## src/rtl/pico_pkg.sv

```systemverilog
// Shared definitions for the picoMips control sequencer.
//   OP_*         : 3-bit opcode values of instruction[7:5]
//   seq_state_t  : sequencer phase encoding
//   is_acc_op()  : opcode writes the accumulator in EXEC
//   is_reg_op()  : opcode writes the register file in WB
package pico_pkg;

    localparam logic [2:0] OP_NOP  = 3'b000;
    localparam logic [2:0] OP_LSW  = 3'b001;
    localparam logic [2:0] OP_RTA  = 3'b010;
    localparam logic [2:0] OP_ATR  = 3'b011;
    localparam logic [2:0] OP_ADD  = 3'b100;
    localparam logic [2:0] OP_ADDI = 3'b101;
    localparam logic [2:0] OP_MULI = 3'b110;
    localparam logic [2:0] OP_HEI  = 3'b111;

    typedef enum logic [2:0] {
        IDLE,
        FETCH,
        DECODE,
        EXEC,
        WB,
        WAIT_SW,
        HALTED
    } seq_state_t;

    function automatic logic is_acc_op(input logic [2:0] func);
        return (func == OP_RTA) || (func == OP_ADD) ||
               (func == OP_ADDI) || (func == OP_MULI);
    endfunction

    function automatic logic is_reg_op(input logic [2:0] func);
        return (func == OP_LSW) || (func == OP_ATR);
    endfunction

endpackage

```

## src/rtl/sw_debounce.sv

```systemverilog
// Synchronise and debounce an asynchronous switch.
//   Clock, nReset : clock, asynchronous active-low reset
//   raw           : raw switch level, asynchronous to Clock
//   db            : debounced level; changes 2 + DB_CYCLES cycles after a
//                   stable raw edge, ignores pulses shorter than DB_CYCLES
module sw_debounce #(
    parameter int unsigned DB_CYCLES = 4
) (
    input  logic Clock,
    input  logic nReset,
    input  logic raw,
    output logic db
);

    localparam int unsigned CNT_W = (DB_CYCLES > 1) ? $clog2(DB_CYCLES) : 1;
    localparam logic [CNT_W-1:0] CNT_LAST = CNT_W'(DB_CYCLES - 1);

    logic             sync1_q;
    logic             sync2_q;
    logic             db_q;
    logic             db_d;
    logic [CNT_W-1:0] cnt_q;
    logic [CNT_W-1:0] cnt_d;

    // Stability counter: restarts whenever the synchronised level agrees
    // with the debounced one, flips the output after DB_CYCLES disagreements.
    always_comb begin
        db_d  = db_q;
        cnt_d = cnt_q;
        if (sync2_q == db_q) begin
            cnt_d = '0;
        end else if (cnt_q == CNT_LAST) begin
            db_d  = sync2_q;
            cnt_d = '0;
        end else begin
            cnt_d = cnt_q + CNT_W'(1);
        end
    end

    always_ff @(posedge Clock or negedge nReset) begin
        if (!nReset) begin
            sync1_q <= 1'b0;
            sync2_q <= 1'b0;
            db_q    <= 1'b0;
            cnt_q   <= '0;
        end else begin
            sync1_q <= raw;
            sync2_q <= sync1_q;
            db_q    <= db_d;
            cnt_q   <= cnt_d;
        end
    end

    assign db = db_q;

endmodule

```

## src/rtl/pico_sequencer.sv

```systemverilog
// Multi-cycle FETCH/DECODE/EXEC/WB control sequencer for picoMips.
//   Clock, nReset : clock, asynchronous active-low reset
//   sw8_raw       : raw SW[8] used by HEI
//   func, hei_arg : opcode and HEI polarity of the current instruction
//   halt_req      : level debug halt, sampled in IDLE and WB only
//   step_req      : pulse, runs one instruction while halted
//   pc            : program counter, wraps at NUM_INSTR-1
//   fetch_en, reg_rd_en, acc_we, reg_we : datapath enables
//   waiting, halted : HEI stall and debug-halt flags
//   retired       : saturating retired-instruction count
// Every output is a flop loaded from the next-state decode, so it tracks
// the state register exactly and clears asynchronously with it.
module pico_sequencer #(
    parameter int unsigned PC_W      = 8,
    parameter int unsigned NUM_INSTR = 24,
    parameter int unsigned DB_CYCLES = 4
) (
    input  logic            Clock,
    input  logic            nReset,
    input  logic            sw8_raw,
    input  logic [2:0]      func,
    input  logic            hei_arg,
    input  logic            halt_req,
    input  logic            step_req,
    output logic [PC_W-1:0] pc,
    output logic            fetch_en,
    output logic            reg_rd_en,
    output logic            acc_we,
    output logic            reg_we,
    output logic            waiting,
    output logic            halted,
    output logic [15:0]     retired
);

    import pico_pkg::*;

    localparam int unsigned RET_W = 16;
    localparam logic [PC_W-1:0]  PC_LAST = PC_W'(NUM_INSTR - 1);
    localparam logic [RET_W-1:0] RET_MAX = '1;

    seq_state_t       state_q;
    seq_state_t       state_d;
    logic [PC_W-1:0]  pc_q;
    logic [PC_W-1:0]  pc_d;
    logic [RET_W-1:0] retired_q;
    logic [RET_W-1:0] retired_d;
    logic             fetch_en_q;
    logic             fetch_en_d;
    logic             reg_rd_en_q;
    logic             reg_rd_en_d;
    logic             acc_we_q;
    logic             acc_we_d;
    logic             reg_we_q;
    logic             reg_we_d;
    logic             waiting_q;
    logic             waiting_d;
    logic             halted_q;
    logic             halted_d;
    logic             sw8_db;

    sw_debounce #(
        .DB_CYCLES (DB_CYCLES)
    ) u_sw8_db (
        .Clock  (Clock),
        .nReset (nReset),
        .raw    (sw8_raw),
        .db     (sw8_db)
    );

    // Next-state, PC/retire update and output decode of the next state.
    always_comb begin
        state_d     = state_q;
        pc_d        = pc_q;
        retired_d   = retired_q;

        unique case (state_q)
            IDLE:    state_d = halt_req ? HALTED : FETCH;
            FETCH:   state_d = DECODE;
            DECODE:  state_d = (func == OP_HEI) ? WAIT_SW : EXEC;
            EXEC:    state_d = WB;
            WAIT_SW: if (sw8_db != hei_arg) state_d = WB;
            WB: begin
                pc_d      = (pc_q == PC_LAST) ? '0 : pc_q + PC_W'(1);
                retired_d = (retired_q == RET_MAX) ? retired_q
                                                   : retired_q + RET_W'(1);
                state_d   = halt_req ? HALTED : FETCH;
            end
            // A step and a release both just enter FETCH; WB re-samples halt.
            HALTED:  if (step_req || !halt_req) state_d = FETCH;
            default: state_d = IDLE;
        endcase

        fetch_en_d  = (state_d == FETCH);
        reg_rd_en_d = (state_d == DECODE);
        acc_we_d    = (state_d == EXEC) && is_acc_op(func);
        reg_we_d    = (state_d == WB) && is_reg_op(func);
        waiting_d   = (state_d == WAIT_SW);
        halted_d    = (state_d == HALTED);
    end

    always_ff @(posedge Clock or negedge nReset) begin
        if (!nReset) begin
            state_q     <= IDLE;
            pc_q        <= '0;
            retired_q   <= '0;
            fetch_en_q  <= 1'b0;
            reg_rd_en_q <= 1'b0;
            acc_we_q    <= 1'b0;
            reg_we_q    <= 1'b0;
            waiting_q   <= 1'b0;
            halted_q    <= 1'b0;
        end else begin
            state_q     <= state_d;
            pc_q        <= pc_d;
            retired_q   <= retired_d;
            fetch_en_q  <= fetch_en_d;
            reg_rd_en_q <= reg_rd_en_d;
            acc_we_q    <= acc_we_d;
            reg_we_q    <= reg_we_d;
            waiting_q   <= waiting_d;
            halted_q    <= halted_d;
        end
    end

    assign pc        = pc_q;
    assign retired   = retired_q;
    assign fetch_en  = fetch_en_q;
    assign reg_rd_en = reg_rd_en_q;
    assign acc_we    = acc_we_q;
    assign reg_we    = reg_we_q;
    assign waiting   = waiting_q;
    assign halted    = halted_q;

endmodule

```

## config.mk

```make
export PLATFORM = sky130hd
export DESIGN_NAME = pico_sequencer
export DESIGN_NICKNAME = d
export VERILOG_FILES = /design/src/rtl/pico_pkg.sv /design/src/rtl/sw_debounce.sv /design/src/rtl/pico_sequencer.sv
export SDC_FILE = /design/constraint.sdc
export NUM_CORES = 1
export LEC_CHECK = 0
export ABC_AREA = 1
export CORE_ASPECT_RATIO = 1.5
export CORE_MARGIN = 1.5
export CORE_UTILIZATION = 45
export CTS_BUF_LIST = sky130_fd_sc_hd__clkbuf_8
export DETAILED_ROUTE_END_ITERATION = 10
export DONT_BUFFER_PORTS = 1
export GPL_ROUTABILITY_DRIVEN = 0
export PLACE_DENSITY = 0.66
export SLEW_MARGIN = 10
export SYNTH_ARGS = -nofsm -noshare
export SYNTH_HDL_FRONTEND = slang
export SYNTH_SLANG_ARGS = --single-unit
```

## constraint.sdc

```tcl
create_clock -name Clock -period 2.89 [get_ports Clock]
set_input_delay 0.578 -clock Clock [delete_from_list [all_inputs] [get_ports Clock]]
set_output_delay 0.578 -clock Clock [all_outputs]
set_load 0.01 [all_outputs]
```

# Word-level counts from Yosys, hierarchy flattened
# Cells that the tools add are included.
# op_classes
n_addsub,3
mul,0
div,0
order_cmp,0
n_eq_ne,24
n_shift,0
mux,8
n_bitwise,2
n_reduce_logical,12
# op_table
operator,n
3-bit equality test (second input constant),10
3-bit by 2-bit equality test with 1-bit output (second input constant),6
3-bit one-hot mux with 6 select lines,1
16-bit by 1-bit adder with 16-bit output (second input constant),1
16-bit equality test (second input constant),1
3-bit two-way mux,4
3-bit by 1-bit equality test with 1-bit output (second input constant),3
8-bit by 1-bit adder with 8-bit output (second input constant),1
8-bit by 5-bit equality test with 1-bit output (second input constant),1
8-bit two-way mux,1
1-bit logical OR,5
2-bit two-way mux,2
2-bit AND reduction,2
3-bit logical NOT,1
2-bit by 1-bit adder with 2-bit output (second input constant),1
2-bit equality test (second input constant),1
1-bit logical AND,2
1-bit NOT,2
2-bit OR reduction,1
1-bit equality test,1
1-bit logical NOT,1
1-bit != test,1
# totals
reg_bits,38
latch_bits,0
ram_bits,0
rom_bits,0
inputBits,9
output_inout_bits,30
elab_cells,62
mem_count,0

# Logic depth before layout (Yosys ltp)
# Gate-level depths: netlist of run 1.
# depth
depth_word,6
depth_mapped,10
mapped_depth_nobuf,9

# By module
# From an unflattened synthesis of run 1, not the netlist that was laid out.
# unflattened
cells_unflattened,272
area_unflattened_um2,2054.5
# modules_own_cells
module,instances,cells_per_inst,area_per_inst_um2,seq_area_each_um2
pico_sequencer,1,255,1871.8,825.8
sw_debounce,1,17,182.7,125.1

# Worst setup path before layout of run 1
# Ideal clock, no wire load.
# synth_path
kind,register -> register
from,register retired_q[0] (netlist: retired[0])
to,register retired_q[2] (netlist: retired[2])
setup_ns,0.117
arrival_time_ns,1.418
required_ns,2.773
setup_slack_ns,1.356
path_stages_with_launch,10
path_buffers,1
synth_period_minus_slack_ns,1.534
cell_sequence,dfrtp_1 > ha_1 > nand3_2 > nor2_4 > nand2_2 > nand2_2 > nand2_4 > buf_6 > nand2_1 > nand2_1
# synth_between
elab_chain_len,3
word_cells_on_any_way,4
cone_classes,1 x add/sub; 1 x eq/ne; 1 x bitwise; 1 x reduce/logical
# synth_rtl
element,line,rtl
start: declaration,pico_sequencer.sv:45,logic [RET_W-1:0] retired_q;
start signal: assignment,pico_sequencer.sv:115,retired_q <= retired_d;
"parallel branches: the longest is 3 deep, another holds 16-bit by 1-bit adder with 16-bit output",-,
# Parallel ways; which one is timed is not known.
# A chain may end at the register's enable or synchronous reset.

# Worst setup path in the final report of run 1
# layout_path
from,register retired_q[0] (netlist: retired[0])
to,register retired_q[14] (netlist: retired[14])
# Same word-level chain as after synthesis.

==> results of run 1 <==
cells in the final DEF (no fill, tap or decap):
cell type    n
nand3_1     15
nor3_1       2
nand3b_1     1
nand2_2      5
nand2_1    100
a211oi_1     1
bufinv_16    2
o22ai_1      1
mux2_2       1
nand3_2      2
buf_12       1
clkinv_4     1
inv_2        3
nand4_1     11
nor2_4       2
xnor2_1      6
o21ai_0      7
xor2_1       6
ha_1         3
o21ai_1      1
nor2_1      32
nand2_4      1
inv_1       27
clkbuf_8     5
o21ai_2      1
dfrtp_1     38
flip-flops by register name, indices dropped and copies added, names as in the netlist:
signal,count
acc_we,1
fetch_en,1
halted,1
pc,8
reg_rd_en,1
reg_we,1
retired,16
state_q,3
u_sw8_db.cnt_q,2
u_sw8_db.db,1
u_sw8_db.sync1_q,1
u_sw8_db.sync2_q,1
waiting,1
through the flow:
step                setup slack [ps]  util (%)  cell area, sq um  cells  power [W]
CTS                             1243     51.81              2237    321   0.002063
finish                          1265     51.81              2237    321   0.002029
global placement                1280     48.16              2079    312   0.001501
global route                    1077     51.81              2237    321   0.002208
detailed placement              1258     48.16              2079    312   0.001506
floorplan                       1356         -              2056    269   0.001403
cells by family (layout without fill, tap and decap cells):
kind of cell               count (synthesis)  count (layout)  synth area share [%]
xor gates and xnor gates                  12              12                 5.113
adders and majority gates                  3               3                 1.826
AOI/OAI and AO/OA                         11              11                 3.043
DFF                                       38              38                 46.26
muxes                                      1               1                0.5477
and+or+nand+nor                          171             171                 36.09
buffers and inverters                     33              39                 7.121
metal layers:
metal,vias up,track usage (%),share of wire [%]
met5,-,0,0
met4,0,6.977,1.7
met3,6,5.732,6.0
met2,32,29.75,50
met1,763,20.31,42
li1,852,-,-
where the power goes:
group          leakage [nW]  internal (W)  switching, W
Sequential            0.496      0.000681      0.000228
Clock                0.0683      0.000346      0.000189
Combinational         0.540      0.000212      0.000373
Total                  1.10       0.00124      0.000790
Yosys cell counts (2+ instances only):
master	count	area [sq um]
nor3_1	2	10.01
nand2_1	100	375.4
inv_2	3	11.26
ha_1	3	37.54
inv_1	27	101.4
xor2_1	6	52.55
nor2_4	2	22.52
xnor2_1	6	52.55
nor2_1	32	120.1
nand3_1	15	75.07
nand3_2	2	20.02
nand2_2	5	31.28
o21ai_0	7	35.03
nand4_1	11	68.82
dfrtp_1	38	950.9
critical path, stage by stage, from the launching register on:
cell and delay, ps:
dfrtp_1 500, ha_1 280, nand3_2 150, nor2_4 180
nand3_2 80, nand2_2 220, nand2_1 90, nand2_1 70
final cells by class:
type,instances,area share (%)
repair buffers,1,0.8949
multi-input cells,198,42.84
flip-flops and latches,38,42.51
clock inverters,3,3.076
well taps,46,2.573
inverters,30,5.034
clock buffers,5,3.076
worst paths after layout:
kind / endpoint / slack, ps / depth (start not counted)
max: retired[14] / 1270 / 7
min: fetch_en / 110 / 1
max reg2reg: retired[14] / 1270 / 7
min reg2reg: u_sw8_db.sync2_q / 360 / 0
max in group asynchronous: retired[2] / 2590 / 1
min in group Clock: u_sw8_db.sync1_q / 310 / 0
==> metrics.md, run 1 <==
| Metric | Value |
|---|---|
| Result of the run | `complete, but fails checks` |
| Violations in the final reports | `design-rule violations` |
| Final routed wire length divided by cell count | `12.15 um` |
| Clock latency on the worst-skew pair | `290 ps` |
| Classification of the worst setup path | `reg2reg` |
| Number of detailed-route iterations in the first pass | `7` |
| Count of standard-cell rows | `29` |
| Inserted Clock Buffers | `5` |
| Area growth from synthesis to final layout | `8.826%` |
| Post-layout min period | `1625 ps` |
| Worst Clk Skew | `3.179 ps` |
| Worst hold margin | `112.2 ps` |
| Number of synthesis warnings | `0` |
| Final-layout fill cell count | `417` |
| Leakage | `1.104 nW` |
| Clock input transition at the sequential cells of the worst setup and hold paths | `70 ps` |
| Max H-tree Level | `2` |
| Element type at the critical path end | `register` |
| Footprint of the multi-input gates | `958.4 sq um` |
| Via count | `1653` |
| Antenna violations before repair | `0` |
| Relative slew slack | `78.57%` |
| Synthesized instance count | `269` |
| DR DRC count | `3` |
| Startpoint type of the worst setup path | `register` |
| Starting DRC count in detailed routing | `79` |
| Total count of max-transition violations in the final report | `0` |
| Maximum fanout count along the critical path | `14` |
| Clk root buf | `clkbuf_8` |
| Post-synthesis cell area | `0.002056 sq mm` |
| Number of input and output port buffers inserted | `0` |
| First-pass GRT wire length | `6.865 mm` |
| Number of synthesized flops with an enable pin | `0` |
| Syn Nets | `281` |
| Number of top-level pins | `39` |
| Main synth FF type | `dfrtp_1` |
| Count of hold-fix buffers inserted at cts | `1` |
| Sum of negative setup slack | `0 ps` |
| GR Overflow Total | `0` |
| Sequential cell area | `950.9 sq um` |
| Number of gates resized after CTS | `0` |
| R2R Path Start | `retired[0]` |
| GRT Util Overall | `17.62%` |
| Share of flip-flops with an asynchronous set or reset | `100.0%` |
| Data arrival at the endpoint of the critical path | `1860 ps` |
| Final antenna-violating net count | `0` |
| Areal power density over the cells | `907.2 mW/mm^2` |
| Die footprint | `0.004991 sq mm` |
| Total setup buffers inserted after CTS | `0` |
| Number of global-route vias before repair | `1559` |
| Avg Vias per Cell | `5.150` |
| Height of the die | `85.78 um` |
| CTS Sinks | `38` |
| Effective utilization at floorplan | `47.61%` |
| Worst EP required | `3120 ps` |
| Largest net degree at the start of global routing | `39` |
| Post-DP HPWL | `2.909 mm` |
| Class of the most critical hold timing path | `in2async` |
| Aggregate routed wire length | `3.901 mm` |
| Number of maximum-capacitance constraint violations | `0` |
| Buffer levels on the longest clock path | `2` |
| Final net count | `286` |
| Syn Area/Cell | `7.642 sq um` |
| Launch point of the worst path | `retired[0]` |
| Core Region | `0.004318 sq mm` |
| Final cycle utilization of the critical path | `56.23%` |
| Horiz. Die Dim | `58.19 um` |
| Share of post-route cells with drive strength above 1 | `8.727%` |
| Maximum clock frequency | `0.6154 GHz` |
| Worst-case vdd ir drop | `0.4577 mV` |
| Synthesis-stage register bit count | `38` |
| Final setup violation count | `0` |
| Final number of hold-violating endpoints | `0` |
| Fraction of the yosys area taken by sequential cells | `46.26%` |
| Clock tree from TritonCTS | `built` |
| # diodes | `0` |
| Transition time at the pin with the least slew margin | `321.5 ps` |
| Setup repair after global routing missed its margin | `false` |
| Unique masters post-synth | `25` |
Power figures use the tool's default switching activity.
==> inputs of run 2 (changes only) <==
- clock period: 2.89 -> 1.62 ns (I/O delays scaled with it)
==> run 2 against run 1 <==
The flow still finishes with violations (design-rule violations). Highest routed layer unchanged. Via count is 1.9% higher. Register-to-register slack worse by 1100 ps. First-iteration DRC count is 15% higher. Worst setup slack worse by 1100 ps. Global-route usage is 0.93 points higher. Largest power group unchanged.
==> metrics.md, run 2 (synthesized netlist as in run 1, its figures left out) <==
| Metric | Value |
|---|---|
| Post-Route Utilization | `53.46% (+1.7 points)` |
| Die footprint | `0.004991 sq mm (unchanged)` |
| Clock input transition at the sequential cells of the worst setup and hold paths | `80 ps (about the same)` |
| Class of the most critical hold timing path | `in2reg` |
| Maximum fanout count along the critical path | `14 (unchanged)` |
| Relative slew slack | `79.65% (+1.1 points)` |
| Total Power | `0.003718 W (+83%)` |
| Number of cells in the design after placement | `319 (+2.2%)` |
| Commonest cells after routing, fill and taps aside | `nand2_1 (100), dfrtp_1 (37), nor2_1 (31)` |
| Final setup violation count | `0 (unchanged)` |
| Post-route worst setup slack | `160.9 ps (-1104 ps)` |
| Combinational power share | `31.6% (+2.7 points)` |
| Post-DP HPWL | `3.074 mm (+5.7%)` |
| Count of standard-cell rows | `29 (unchanged)` |
| Leakage | `1.143 nW (+3.6%)` |
| Number of detailed-route iterations in the first pass | `7 (unchanged)` |
| Inserted Clock Buffers | `5 (unchanged)` |
| Violations in the final reports | `design-rule violations` |
| Largest net degree at the start of global routing | `39 (unchanged)` |
| Number of maximum-capacitance constraint violations | `0 (unchanged)` |
| Area growth from synthesis to final layout | `12.29%` |
| DR DRC count | `3 (unchanged)` |
| Final routed wire length divided by cell count | `12.48 um (+2.7%)` |
| First-pass GRT wire length | `7.176 mm (+4.5%)` |
| Avg Vias per Cell | `5.119 (-0.60%)` |
| Worst-case vdd ir drop | `0.8508 mV (+86%)` |
| Buffer levels on the longest clock path | `2 (unchanged)` |
| Maximum clock frequency | `0.6853 GHz (+11%)` |
| Int Power | `0.002276 W (+84%)` |
| Data arrival at the endpoint of the critical path | `1640 ps (-220 ps)` |
| Classification of the worst setup path | `reg2reg` |
| Setup repair after global routing missed its margin | `true` |
| Horiz. Die Dim | `58.19 um (unchanged)` |
| Max H-tree Level | `2 (unchanged)` |
| Number of input and output port buffers inserted | `0 (unchanged)` |
| Most common cell after layout, fill and taps aside | `nand2_1` |
| GR Overflow Total | `0 (unchanged)` |
| # diodes | `0 (unchanged)` |
| Final net count | `294 (+2.8%)` |
| Share of post-route cells with drive strength above 1 | `11.66% (+2.9 points)` |
| Starting DRC count in detailed routing | `91 (+15%)` |
| Worst Clk Skew | `5.660 ps (+2.482 ps)` |
| Areal power density over the cells | `1610 mW/mm^2 (+78%)` |
| Worst EP required | `1810 ps (-1310 ps)` |
| Clock tree from TritonCTS | `built` |
| Post-layout min period | `1459 ps (-165.8 ps)` |
| Height of the die | `85.78 um (unchanged)` |
| Transition time at the pin with the least slew margin | `305.2 ps (-16.29 ps)` |
| Antenna violations before repair | `0 (unchanged)` |
| Core Region | `0.004318 sq mm (unchanged)` |
| Total setup buffers inserted after CTS | `0 (unchanged)` |
| Worst-case setup slack after placement | `164.1 ps (-1094 ps)` |
| GRT Util Overall | `18.55% (+0.93 points)` |
| Switching share of power | `38.78% (-0.15 points)` |
| Total count of max-transition violations in the final report | `0 (unchanged)` |
| CTS Sinks | `38 (unchanged)` |
| Part of the total power dissipated in sequential elements | `42.6% (-2.2 points)` |
| Switching power | `0.001442 W (+82%)` |
| Aggregate routed wire length | `4.105 mm (+5.2%)` |
| Flip-flop count of the largest register after layout | `16 (unchanged)` |
| Critical Path, Cell by Cell | `ha_1 > nand3_2 > nor2_4 > nand2_2 > nand2_2 > nand2_4 > nand2_1 > nand2_1` |
| Effective utilization at floorplan | `47.61% (unchanged)` |
| Final number of hold-violating endpoints | `0 (unchanged)` |
| Result of the run | `complete, but fails checks` |
| Via count | `1684 (+1.9%)` |
| Final cycle utilization of the critical path | `90.07% (+34 points)` |
| Startpoint type of the worst setup path | `register` |
| Clock latency on the worst-skew pair | `290 ps (about the same)` |
| Non-filler cells, final | `329 (+2.5%)` |
| Longest individual stage delay on the worst path | `370 ps (-130 ps)` |
| Clk root buf | `clkbuf_8` |
| Final antenna-violating net count | `0 (unchanged)` |
| Relative contribution of the clock network to total power | `25.8% (-0.5 points)` |
| Internal reg-to-reg setup slack | `160 ps (-1100 ps)` |
| Number of global-route vias before repair | `1657 (+6.3%)` |
| Element type at the critical path end | `register` |
| Crit path max-delay cell type | `dfrtp_1` |
| Sum of negative setup slack | `0 ps (unchanged)` |
| Number of top-level pins | `39 (unchanged)` |
run 2: path summary, 6_finish.rpt:
path / from / end / cells past startpoint
setup / recovery: retired[1] / retired[9] / 8
hold / removal: sw8_raw / u_sw8_db.sync1_q / 0
setup reg to reg: retired[1] / retired[9] / 8
hold reg to reg: u_sw8_db.sync1_q / u_sw8_db.sync2_q / 0
max in group asynchronous: nReset / retired[3] / 2
min in group asynchronous: nReset / pc[2] / 2
run 2: worst max-delay path, delay by kind of cell, from the launching register on:
family	cells	cell delay, ps
fa+ha+maj	1	240
flops	1	370
simple gates	7	750
run 2: cell type report:
cell class                      instances  area, sq um
Multi-Input combinational cell        198        965.9
Inverter                               30        112.6
Clock inverter                          3        68.82
Sequential cell                        38        952.2
Clock buffer                            5        68.82
Tap cell                               46        57.56
Timing Repair Buffer                    9        82.58
Fill cell                             418         2009
run 2: per-stage QoR:
stage | instance area [sq um] | hold slack [ps]
after floorplan | 2056 | 28.41
after global placement | 2132 | 29.23
after detailed placement | 2132 | 29.34
after CTS | 2300 | 39.65
after global routing | 2308 | 37.68
final | 2308 | 52.03
run 2: what timing repair did:
action                                 in CTS  in global routing
endpoints found under the hold margin      38                  0
setup endpoints to repair                   0                  4
hold buffers                                2                  0
resized for setup                           0                  3
run 2: power by group through the flow:
stage	Clock, W	Sequential (W)	Combinational, W
final	0.000958	0.00159	0.00117
after detailed placement	0	0.00161	0.00115
after floorplan	0	0.00157	0.000937
after global routing	0.00101	0.00164	0.00138
after global placement	0	0.00161	0.00114
after CTS	0.000985	0.00159	0.00118
run 2: routing by layer:
metal  GRT usage (%)  wire length (um)  part of all wire, %  up-vias
met5               0                 0                    0        -
met4           7.611                55                  1.3        0
met3           4.827               204                  5.0        5
met2           32.23              2102                   51       32
met1           21.18              1743                   42      780
li1                -                 -                    -      867
